`src/rtl/mac_seq.sv`:
```
`default_nettype none
// ============================================================================
//  Module      : mac_seq
//  Description : Sequential fixed-point multiply-accumulate engine. Accepts a
//                vector length, consumes that many (ifmap, weight) operand
//                pairs over a valid/ready handshake, accumulates the trimmed
//                products with saturation and presents the dot product plus a
//                sticky saturation flag until the consumer accepts it.
//  Revision    : 1.0 - initial release
// ============================================================================
module mac_seq #(
  parameter int IFDATA_SIZE   = 8,   // unsigned fixed (8,7)
  parameter int WDATA_SIZE    = 8,   // signed fixed (8,6)
  parameter int MULT_OUT_SIZE = 8,   // signed fixed (8,5)
  parameter int ACC_SIZE      = 12,  // signed, 5 fraction bits
  parameter int LEN_SIZE      = 8
) (
  input  logic                     clk,
  input  logic                     rst_n,
  input  logic                     start,
  input  logic [LEN_SIZE-1:0]      len,
  input  logic                     in_valid,
  output logic                     in_ready,
  input  logic [IFDATA_SIZE-1:0]   in_a,
  input  logic [WDATA_SIZE-1:0]    in_b,
  output logic                     out_valid,
  input  logic                     out_ready,
  output logic [ACC_SIZE-1:0]      out_data,
  output logic                     out_sat,
  output logic                     busy
);

  // Full product width: the true product of a zero-extended unsigned operand
  // and a signed operand always fits in IFDATA_SIZE+WDATA_SIZE signed bits,
  // so arithmetic modulo 2^PROD_W yields the exact two's-complement result.
  localparam int PROD_W = IFDATA_SIZE + WDATA_SIZE;
  localparam int TRIM_SHIFT = PROD_W - MULT_OUT_SIZE;

  localparam logic [ACC_SIZE-1:0] ACC_MAX = {1'b0, {(ACC_SIZE-1){1'b1}}};
  localparam logic [ACC_SIZE-1:0] ACC_MIN = {1'b1, {(ACC_SIZE-1){1'b0}}};

  typedef enum logic [1:0] {
    S_IDLE = 2'd0,
    S_RUN  = 2'd1,
    S_DONE = 2'd2
  } state_t;

  state_t                  state_q;
  logic [LEN_SIZE-1:0]     cnt_q;
  logic [ACC_SIZE-1:0]     acc_q;
  logic                    sat_q;
  logic                    in_ready_q;
  logic                    out_valid_q;
  logic                    busy_q;

  logic [PROD_W-1:0]       w_a_ext;
  logic [PROD_W-1:0]       w_b_ext;
  logic [PROD_W-1:0]       w_prod_full;
  logic [MULT_OUT_SIZE-1:0] w_prod;
  logic [ACC_SIZE:0]       w_sum;
  logic                    w_ovf;
  logic [ACC_SIZE-1:0]     acc_d;
  logic                    sat_d;

  // Single-cycle multiply, trim to the product format, add with one guard
  // bit and clamp to the accumulator range.
  always_comb begin
    w_a_ext     = {{WDATA_SIZE{1'b0}}, in_a};
    w_b_ext     = {{IFDATA_SIZE{in_b[WDATA_SIZE-1]}}, in_b};
    w_prod_full = w_a_ext * w_b_ext;
    // Arithmetic right shift discards the low fraction bits (floor rounding)
    w_prod      = MULT_OUT_SIZE'($signed(w_prod_full) >>> TRIM_SHIFT);
    w_sum       = {acc_q[ACC_SIZE-1], acc_q}
                + {{(ACC_SIZE+1-MULT_OUT_SIZE){w_prod[MULT_OUT_SIZE-1]}}, w_prod};
    // Guard bit disagreeing with the result sign bit means out of range
    w_ovf       = w_sum[ACC_SIZE] ^ w_sum[ACC_SIZE-1];
    acc_d       = w_sum[ACC_SIZE-1:0];
    if (w_ovf) begin
      acc_d = w_sum[ACC_SIZE] ? ACC_MIN : ACC_MAX;
    end
    sat_d       = sat_q | w_ovf;
  end

  // Control FSM with registered handshake/status outputs and the accumulator.
  always_ff @(posedge clk or negedge rst_n) begin
    if (!rst_n) begin
      state_q     <= S_IDLE;
      cnt_q       <= '0;
      acc_q       <= '0;
      sat_q       <= 1'b0;
      in_ready_q  <= 1'b0;
      out_valid_q <= 1'b0;
      busy_q      <= 1'b0;
    end else begin
      case (state_q)
        S_IDLE: begin
          if (start) begin
            acc_q  <= '0;
            sat_q  <= 1'b0;
            busy_q <= 1'b1;
            cnt_q  <= len;
            if (len != '0) begin
              state_q    <= S_RUN;
              in_ready_q <= 1'b1;
            end else begin
              // Empty vector: the result is zero and is offered immediately
              state_q     <= S_DONE;
              out_valid_q <= 1'b1;
            end
          end
        end

        S_RUN: begin
          if (in_valid) begin
            acc_q <= acc_d;
            sat_q <= sat_d;
            cnt_q <= cnt_q - 1'b1;
            if (cnt_q == LEN_SIZE'(1)) begin
              state_q     <= S_DONE;
              in_ready_q  <= 1'b0;
              out_valid_q <= 1'b1;
            end
          end
        end

        S_DONE: begin
          // Result and flag are held in acc_q/sat_q until accepted
          if (out_ready) begin
            state_q     <= S_IDLE;
            out_valid_q <= 1'b0;
            busy_q      <= 1'b0;
          end
        end

        default: begin
          state_q     <= S_IDLE;
          in_ready_q  <= 1'b0;
          out_valid_q <= 1'b0;
          busy_q      <= 1'b0;
        end
      endcase
    end
  end

  assign in_ready  = in_ready_q;
  assign out_valid = out_valid_q;
  assign out_data  = acc_q;
  assign out_sat   = sat_q;
  assign busy      = busy_q;

endmodule
`default_nettype wire

```
`config.mk`:
```
export PLATFORM = sky130hd
export DESIGN_NAME = mac_seq
export DESIGN_NICKNAME = d
export VERILOG_FILES = /design/src/rtl/mac_seq.sv
export SDC_FILE = /design/constraint.sdc
export NUM_CORES = 1
export LEC_CHECK = 0
export ABC_CLOCK_PERIOD_IN_PS = 2780
export CAP_MARGIN = 20
export CORE_ASPECT_RATIO = 1.4
export CORE_MARGIN = 2
export CORE_UTILIZATION = 55
export CTS_CLUSTER_SIZE = 24
export DETAILED_ROUTE_END_ITERATION = 6
export PLACE_DENSITY = 0.78
export SYNTH_ARGS = -nofsm -noshare
export SYNTH_HDL_FRONTEND = slang
export SYNTH_SLANG_ARGS = --single-unit
```
`constraint.sdc`:
```
create_clock -name clk -period 2.78 [get_ports clk]
set_clock_uncertainty 0.1 [all_clocks]
set_input_delay 0.278 -clock clk [delete_from_list [all_inputs] [get_ports clk]]
set_output_delay 0.278 -clock clk [all_outputs]
set_load 0.01 [all_outputs]
```
==> run_results.csv, run 1 <==
group,metric,value,unit
sta,maxSlewHeadroom,59.65,%
placed_design,gp_routability_congestion,0.8611,
grt,grt_remaining_overflow,0,
placed_design,numPlacedInstances,649,
outcome,failed_checks,"negative setup slack",
final_layout,post-route-util,78.53,%
synthesis,yosysUniqueCellTypes,55,
worst_setup_path,slowest_delay,0.55,ns
job,maxCapViolations,0,
cts,cts.clk_slew.worst_paths,0.09,ns
final_layout,final_layout_size_suffix_gt1_share,28.57,%
worst_setup_path,cp-start-kind,"input port",
final_layout,top_library_cells_by_usage_in_the_layout_fill_and_taps_aside,"buf_4 (83), inv_1 (58), ha_1 (44)",
worst_setup_path,cp_required,2.86,ns
grt,largest_net_degree_at_the_start_of_global_routing,27,
sta,setup_tns,-39.45,ns
floorplan,die_w,75.66,µm
cts,cts_buffer_depth,2,
power_and_ir_drop,static-leakage-power,2.712,nW
sta,share_of_the_clock_period_used_by_the_worst_path_after_layout,211.9,%
drt,number_of_remaining_drc_errors,0,
floorplan,die_h,104.3,µm
drt,wirelength,11270,µm
cts,numCtsBuffers,3,
cts,clock_tree.root_cell,"clkbuf_8",
grt,grt_pass1_wl,17530,µm
sta,worst_hold_slack,0.2600,ns
power_and_ir_drop,powerDensity,1449,nW/µm²
synthesis,yosys-top-cells-area,"fa_1 (18%), ha_1 (17%), dfrtp_1 (16%)",
final_layout,layout-area-overhead-vs-synth,38.67,%
cts,cts_sinks,26,
worst_hold_path,timing.hold.worst.class,"in -> async",
drt,avgViaCountPerCell,5.691,
grt,grt_antenna_before_repair,0,
synthesis,seq_area_frac_synth,16.46,%
synthesis,ys.warnings.count,0,
drt,detail_route.wl_per_cell,16.85,µm
worst_setup_path,worstSetupEndpointType,"register",
final_layout,net_count_final,693,
worst_setup_path,critical-path-top-cell-by-count,"fa_1",
placed_design,detailed_place_hpwl,8408,µm
synthesis,post_synth_inst_count,455,
sta,hold_viol,0,
sta,layout_setup_ws,-3.111,ns
synthesis,synth_largest_area_cell,"fa_1",
sta,finalSetupViolCount,13,
worst_setup_path,cp.buffers_inverters,6,
worst_setup_path,r2r_start,"out_data[1]",
drt,drt.antenna.violating_nets,0,
floorplan,floorplan.io_pins,45,
worst_setup_path,path_cells,"buf_4, and2_1, ha_1, fa_1, inv_1, fa_1, fa_1, inv_1, ha_1, a21o_1, a221oi_4, o21ai_2, buf_6, a311oi_4, xnor2_4, buf_6, ha_4, a21o_1, a21oi_2, mux2i_2, nor4_4, bufbuf_16, o31a_1, o31ai_2",
cts,post_cts_hold_buffer_count,0,
sta,rsz_0062_raised_after_global_routing,"yes",
drt,vias,3807,
final_layout,layout_commonest_cell,"buf_4",
outcome,status,"complete, but fails checks",
synthesis,synth_top_area_share,18.23,%
floorplan,area_of_the_core,6982,µm²
worst_setup_path,timing.setup.critical_path_class,"in -> reg",
grt,grt_pass1_vias,4036,
synthesis,synth_register_bits,26,
floorplan,area_of_the_die,7892,µm²
sta,worst-slew-pin-transition,0.6052,ns
grt,global_route_usage_over_all_layers,28.50,%
synthesis,synth-edff-count,0,
final_layout,antenna_cells,0,
sta,achievable-frequency,0.1698,GHz
worst_setup_path,crit_start,"in_b[1]",
synthesis,synth_fp_nets,573,
synthesis,synth_top_flop_cell,"dfrtp_1",
worst_setup_path,critPathMaxFanout,6,
synthesis,synth.cell_area,3954,µm²
synthesis,async_flop_share,100.0,%
floorplan,std_cell_rows,36,
worst_setup_path,cp_data_arrival_time,5.97,ns
sta,fin_crit,5.891,ns
final_layout,final-instance-count-excl-fill,669,
synthesis,postSynthAreaPerCell,8.690,µm²
drt,drt_iter0_drc,123,
cts,tritoncts,"built",
power_and_ir_drop,ir_worst_vdd,1.049,mV
floorplan,start_util,56.63,%
placed_design,post-place-ws,-3.879,ns
cts,htree_levels,1,
drt,detail_route.first_pass.iterations,4,
placed_design,port-buffer-count,44,
cts,clock_insertion_delay_worst_skew,0.28,ns
worst_setup_path,crit_family,"adder cells",
sta,timing_max_transition_violations_final,0,
worst_setup_path,slowest_stage,"fa_1",
## timing repair
action	in CTS	in global routing
gates cloned	1	1
endpoints found under the setup margin	13	13
pin swaps	28	9
resized for setup	108	19
buffers inserted	10	5
## cells by family after synthesis
| family | count (synthesis) | share of synthesized area (%) |
|---|---|---|
| and+or+nand+nor | 151 | 20.19 |
| adders and majority gates | 95 | 36.52 |
| buffers and inverters | 73 | 7.342 |
| AOI/OAI and AO/OA | 91 | 15.19 |
| DFF | 26 | 16.46 |
| xor gates and xnor gates | 17 | 3.766 |
| muxes | 2 | 0.5380 |
## cell type report
cell class	count	area [µm²]
clock buffers	4	55.05
fillers	459	1499
inverters	62	236.5
multi-input cells	356	3331
flip-flops and latches	26	650.6
well taps	95	118.9
repair buffers	126	1091
## registers in the layout, indices dropped and copies added, names as in the netlist
register	count
out_valid	1
in_ready	1
busy	1
out_data	12
out_sat	1
cnt_q	8
state_q	2
## cell usage after synthesis, drive strengths merged, types with 2 or more instances
| master | count |
|---|---|
| and2 | 41 |
| a311oi | 2 |
| clkbuf | 8 |
| a22oi | 3 |
| maj3 | 6 |
| a31oi | 2 |
| nor2b | 7 |
| nor2 | 34 |
| nand2 | 34 |
| a21o | 8 |
| fa | 36 |
| buf | 3 |
| nand3 | 4 |
| inv | 62 |
| nor3 | 7 |
| a21oi | 21 |
| o21bai | 3 |
| a32oi | 2 |
| ha | 53 |
| a221o | 3 |
| dfrtp | 26 |
| xor2 | 7 |
| o21ai | 27 |
| nand3b | 3 |
| o21a | 3 |
| o211a | 3 |
| nand2b | 7 |
| xnor2 | 10 |
| a211oi | 2 |
| nor4 | 4 |
| o22ai | 3 |
| and3 | 5 |
## routing by layer
metal / track usage (%) / share of wire [%] / vias to the layer above / wire length [µm]
met5: 0 / 0 / - / 0
met2: 55.34 / 57 / 125 / 6474
met4: 13.53 / 5.8 / 0 / 653
li1: - / - / 1768 / -
met1: 28.30 / 34 / 1861 / 3786
met3: 2.229 / 3.2 / 53 / 358
## per-stage QoR
step | instance area, µm² | total power, W
6_report | 5483 | 0.007947
5_1_grt | 5483 | 0.008528
3_3_place_gp | 5072 | 0.006127
3_5_place_dp | 5072 | 0.006366
2_1_floorplan | 4056 | 0.004344
4_1_cts | 5333 | 0.007285
## power by group
group / internal [W] / total [W] / switching (W)
logic: 0.00363 / 0.00693 / 0.00330
clock network: 0.000127 / 0.000250 / 0.000123
registers: 0.000566 / 0.000772 / 0.000206
## final timing paths
| path | to | slack [ns] | cells after the start |
|---|---|---|---|
| max | out_data[10] | -3.11 | 24 |
| min | busy | 0.26 | 2 |
| max reg2reg | out_data[5] | 0.09 | 10 |
| min reg2reg | out_sat | 0.42 | 2 |
| max in group asynchronous | out_data[11] | 2.06 | 2 |
| min in group clk | out_sat | 0.42 | 2 |
(Power assumes the default switching activity.)
==> inputs of run 2 (changes only) <==
Settings changed: CORE_MARGIN 2 to 4.
==> run_results.csv, run 2 (same netlist as run 1, synthesis figures left out) <==
group,metric,value,unit
worst_setup_path,crit_family,"adder cells",
worst_setup_path,worstSetupEndpointType,"register",
final_layout,number_of_fill_cells,459,
cts,numCtsBuffers,3,
worst_setup_path,cp_data_arrival_time,6.02,ns
sta,fin_crit,5.962,ns
final_layout,area.sequential,650.6,µm²
final_layout,postLayoutCellArea,5469,µm²
sta,layout_setup_ws,-3.182,ns
worst_setup_path,slowest_delay,0.52,ns
cts,cts_buffer_depth,2,
final_layout,final_layout_size_suffix_gt1_share,27.48,%
worst_setup_path,r2r_start,"out_data[1]",
final_layout,post-route-util,78.33,%
outcome,failed_checks,"negative setup slack",
drt,detail_route.wl_per_cell,16.70,µm
sta,maxSlewHeadroom,58.51,%
cts,tritoncts,"built",
sta,timing_max_transition_violations_final,0,
worst_setup_path,critPathMaxFanout,7,
floorplan,floorplan.io_pins,45,
cts,cts.clk_slew.worst_paths,0.09,ns
worst_setup_path,cp_required,2.84,ns
sta,worst_hold_slack,0.2663,ns
worst_setup_path,cp-start-kind,"input port",
power_and_ir_drop,cellInternalPower,0.004167,W
sta,hold_viol,0,
floorplan,std_cell_rows,36,
power_and_ir_drop,powerDensity,1427,nW/µm²
grt,global_route_usage_over_all_layers,26.37,%
job,maxCapViolations,0,
sta,setup_tns,-39.72,ns
drt,detail_route.first_pass.iterations,4,
power_and_ir_drop,total_switching_power,0.003638,W
sta,finalSetupViolCount,13,
power_and_ir_drop,power.switching_fraction,46.61,%
power_and_ir_drop,comb_power_share,86.8,%
worst_setup_path,slowest_stage,"fa_1",
sta,share_of_the_clock_period_used_by_the_worst_path_after_layout,214.5,%
final_layout,layout_commonest_cell,"buf_4",
final_layout,multi_input_area,3317,µm²
power_and_ir_drop,static-leakage-power,2.694,nW
grt,grt_pass1_wl,18030,µm
grt,largest_net_degree_at_the_start_of_global_routing,27,
worst_setup_path,critical-path-top-cell-by-count,"buf_4",
outcome,status,"complete, but fails checks",
floorplan,area_of_the_core,6982,µm²
worst_setup_path,cp.buffers_inverters,11,
placed_design,port-buffer-count,44,
worst_setup_path,cp_num_cells,29,
power_and_ir_drop,seq_power_share,9.9,%
worst_hold_path,timing.hold.worst.class,"in -> async",
worst_setup_path,timing.setup.critical_path_class,"in -> reg",
worst_setup_path,rr_endpoint,"out_data[8]",
placed_design,post_dp_cell_area,5050,µm²
final_layout,antenna_cells,0,
floorplan,die_h,108.3,µm
grt,grt_antenna_before_repair,0,
cts,clock_insertion_delay_worst_skew,0.28,ns
drt,avgViaCountPerCell,5.706,
final_layout,layout-area-overhead-vs-synth,38.32,%
drt,number_of_remaining_drc_errors,0,
drt,drt.antenna.violating_nets,0,
final_layout,net_count_final,694,
sta,rsz_0062_raised_after_global_routing,"yes",
cts,clock_tree.root_cell,"clkbuf_8",
placed_design,detailed_place_hpwl,8357,µm
final_layout,top_library_cells_by_usage_in_the_layout_fill_and_taps_aside,"buf_4 (81), inv_1 (58), ha_1 (45)",
power_and_ir_drop,clock_power_share,3.3,%
drt,wirelength,11190,µm
floorplan,die_w,79.66,µm
drt,vias,3823,
drt,drt_iter0_drc,119,
cts,cts_sinks,26,
placed_design,gp_routability_congestion,0.8862,
grt,grt_pass1_vias,4118,
sta,achievable-frequency,0.1677,GHz
sta,worst-slew-pin-transition,0.6223,ns
final_layout,largest_register_ffs,12,
grt,grt_remaining_overflow,0,
floorplan,area_of_the_die,8628,µm²
floorplan,start_util,56.63,%
worst_setup_path,r2r_setup_slack,0.04,ns
worst_setup_path,timing.reg2reg.worst_path_depth,9,
power_and_ir_drop,ir_worst_vdd,1.045,mV
cts,htree_levels,1,
run 2: cell count changes in the layout (fill, tap and decap cells not counted), moves of 3 or more:
cell     before  now
nand2_2       4    8
maj3_1        1    4
maj3_2        5    2
buf_6         4    8
nand2_1      29   25
run 2: power groups by stage:
stage	logic (W)	clock network [W]	registers [W]
after floorplan	0.00360	0	0.000748
after global placement	0.00533	0	0.000753
after detailed placement	0.00552	0	0.000759
after CTS	0.00632	0.000251	0.000764
after global routing	0.00730	0.000271	0.000797
final	0.00678	0.000254	0.000773
run 2: layer usage:
| metal | track usage [%] | share of wire, % | wire, µm | up-vias |
|---|---|---|---|---|
| li1 | - | - | - | 1763 |
| met1 | 25.66 | 36 | 3980 | 1893 |
| met2 | 54.96 | 57 | 6420 | 128 |
| met3 | 2.000 | 3.4 | 378 | 39 |
| met4 | 10.32 | 3.7 | 413 | 0 |
| met5 | 0 | 0 | 0 | - |
run 2: worst reg2reg max path, delay by kind of cell (launching register included):
kind                     cells  cell delay, ns
buffers and inverters        2            0.33
adder cells (fa/ha/maj)      1            0.33
AND/OR/NAND/NOR              3            0.49
AO/OA/AOI/OAI                3            0.94
flip-flops                   1            0.43
run 2: how the worst max path moves through the flow:
stage | endpoint | from | slack, ns
finish | out_data[8] | in_b[7] | -3.18
floorplan | out_data[2] | in_b[7] | -2.91
global placement | out_data[9] | in_b[7] | -3.72
detailed placement | out_data[10] | in_b[7] | -3.82
CTS | out_data[6] | in_b[7] | -3.04
global route | out_data[8] | in_b[7] | -3.37
run 2: area by class of cell:
type | instances | share of cell area [%]
multi-input combinational | 356 | 60.65
timing repair buffer | 127 | 19.95
sequential | 26 | 11.90
inverter | 62 | 4.324
tap | 95 | 2.173
clock buffer | 4 | 1.007
run 2: metrics by stage:
step,setup WS [ns],total power [W],cells
after CTS,-3.043,0.007333,665
after detailed placement,-3.818,0.006277,646
after floorplan,-2.911,0.004344,455
final,-3.182,0.007804,670
after global routing,-3.366,0.008369,670
after global placement,-3.724,0.006084,646
run 2: what timing repair did:
item                       in CTS  in global routing
pin swaps                      46                 19
setup endpoints to repair      13                 13
gates cloned                    1                  0
buffers inserted               14                  5
hold buffers                    0                  0
gates resized for setup       113                 16
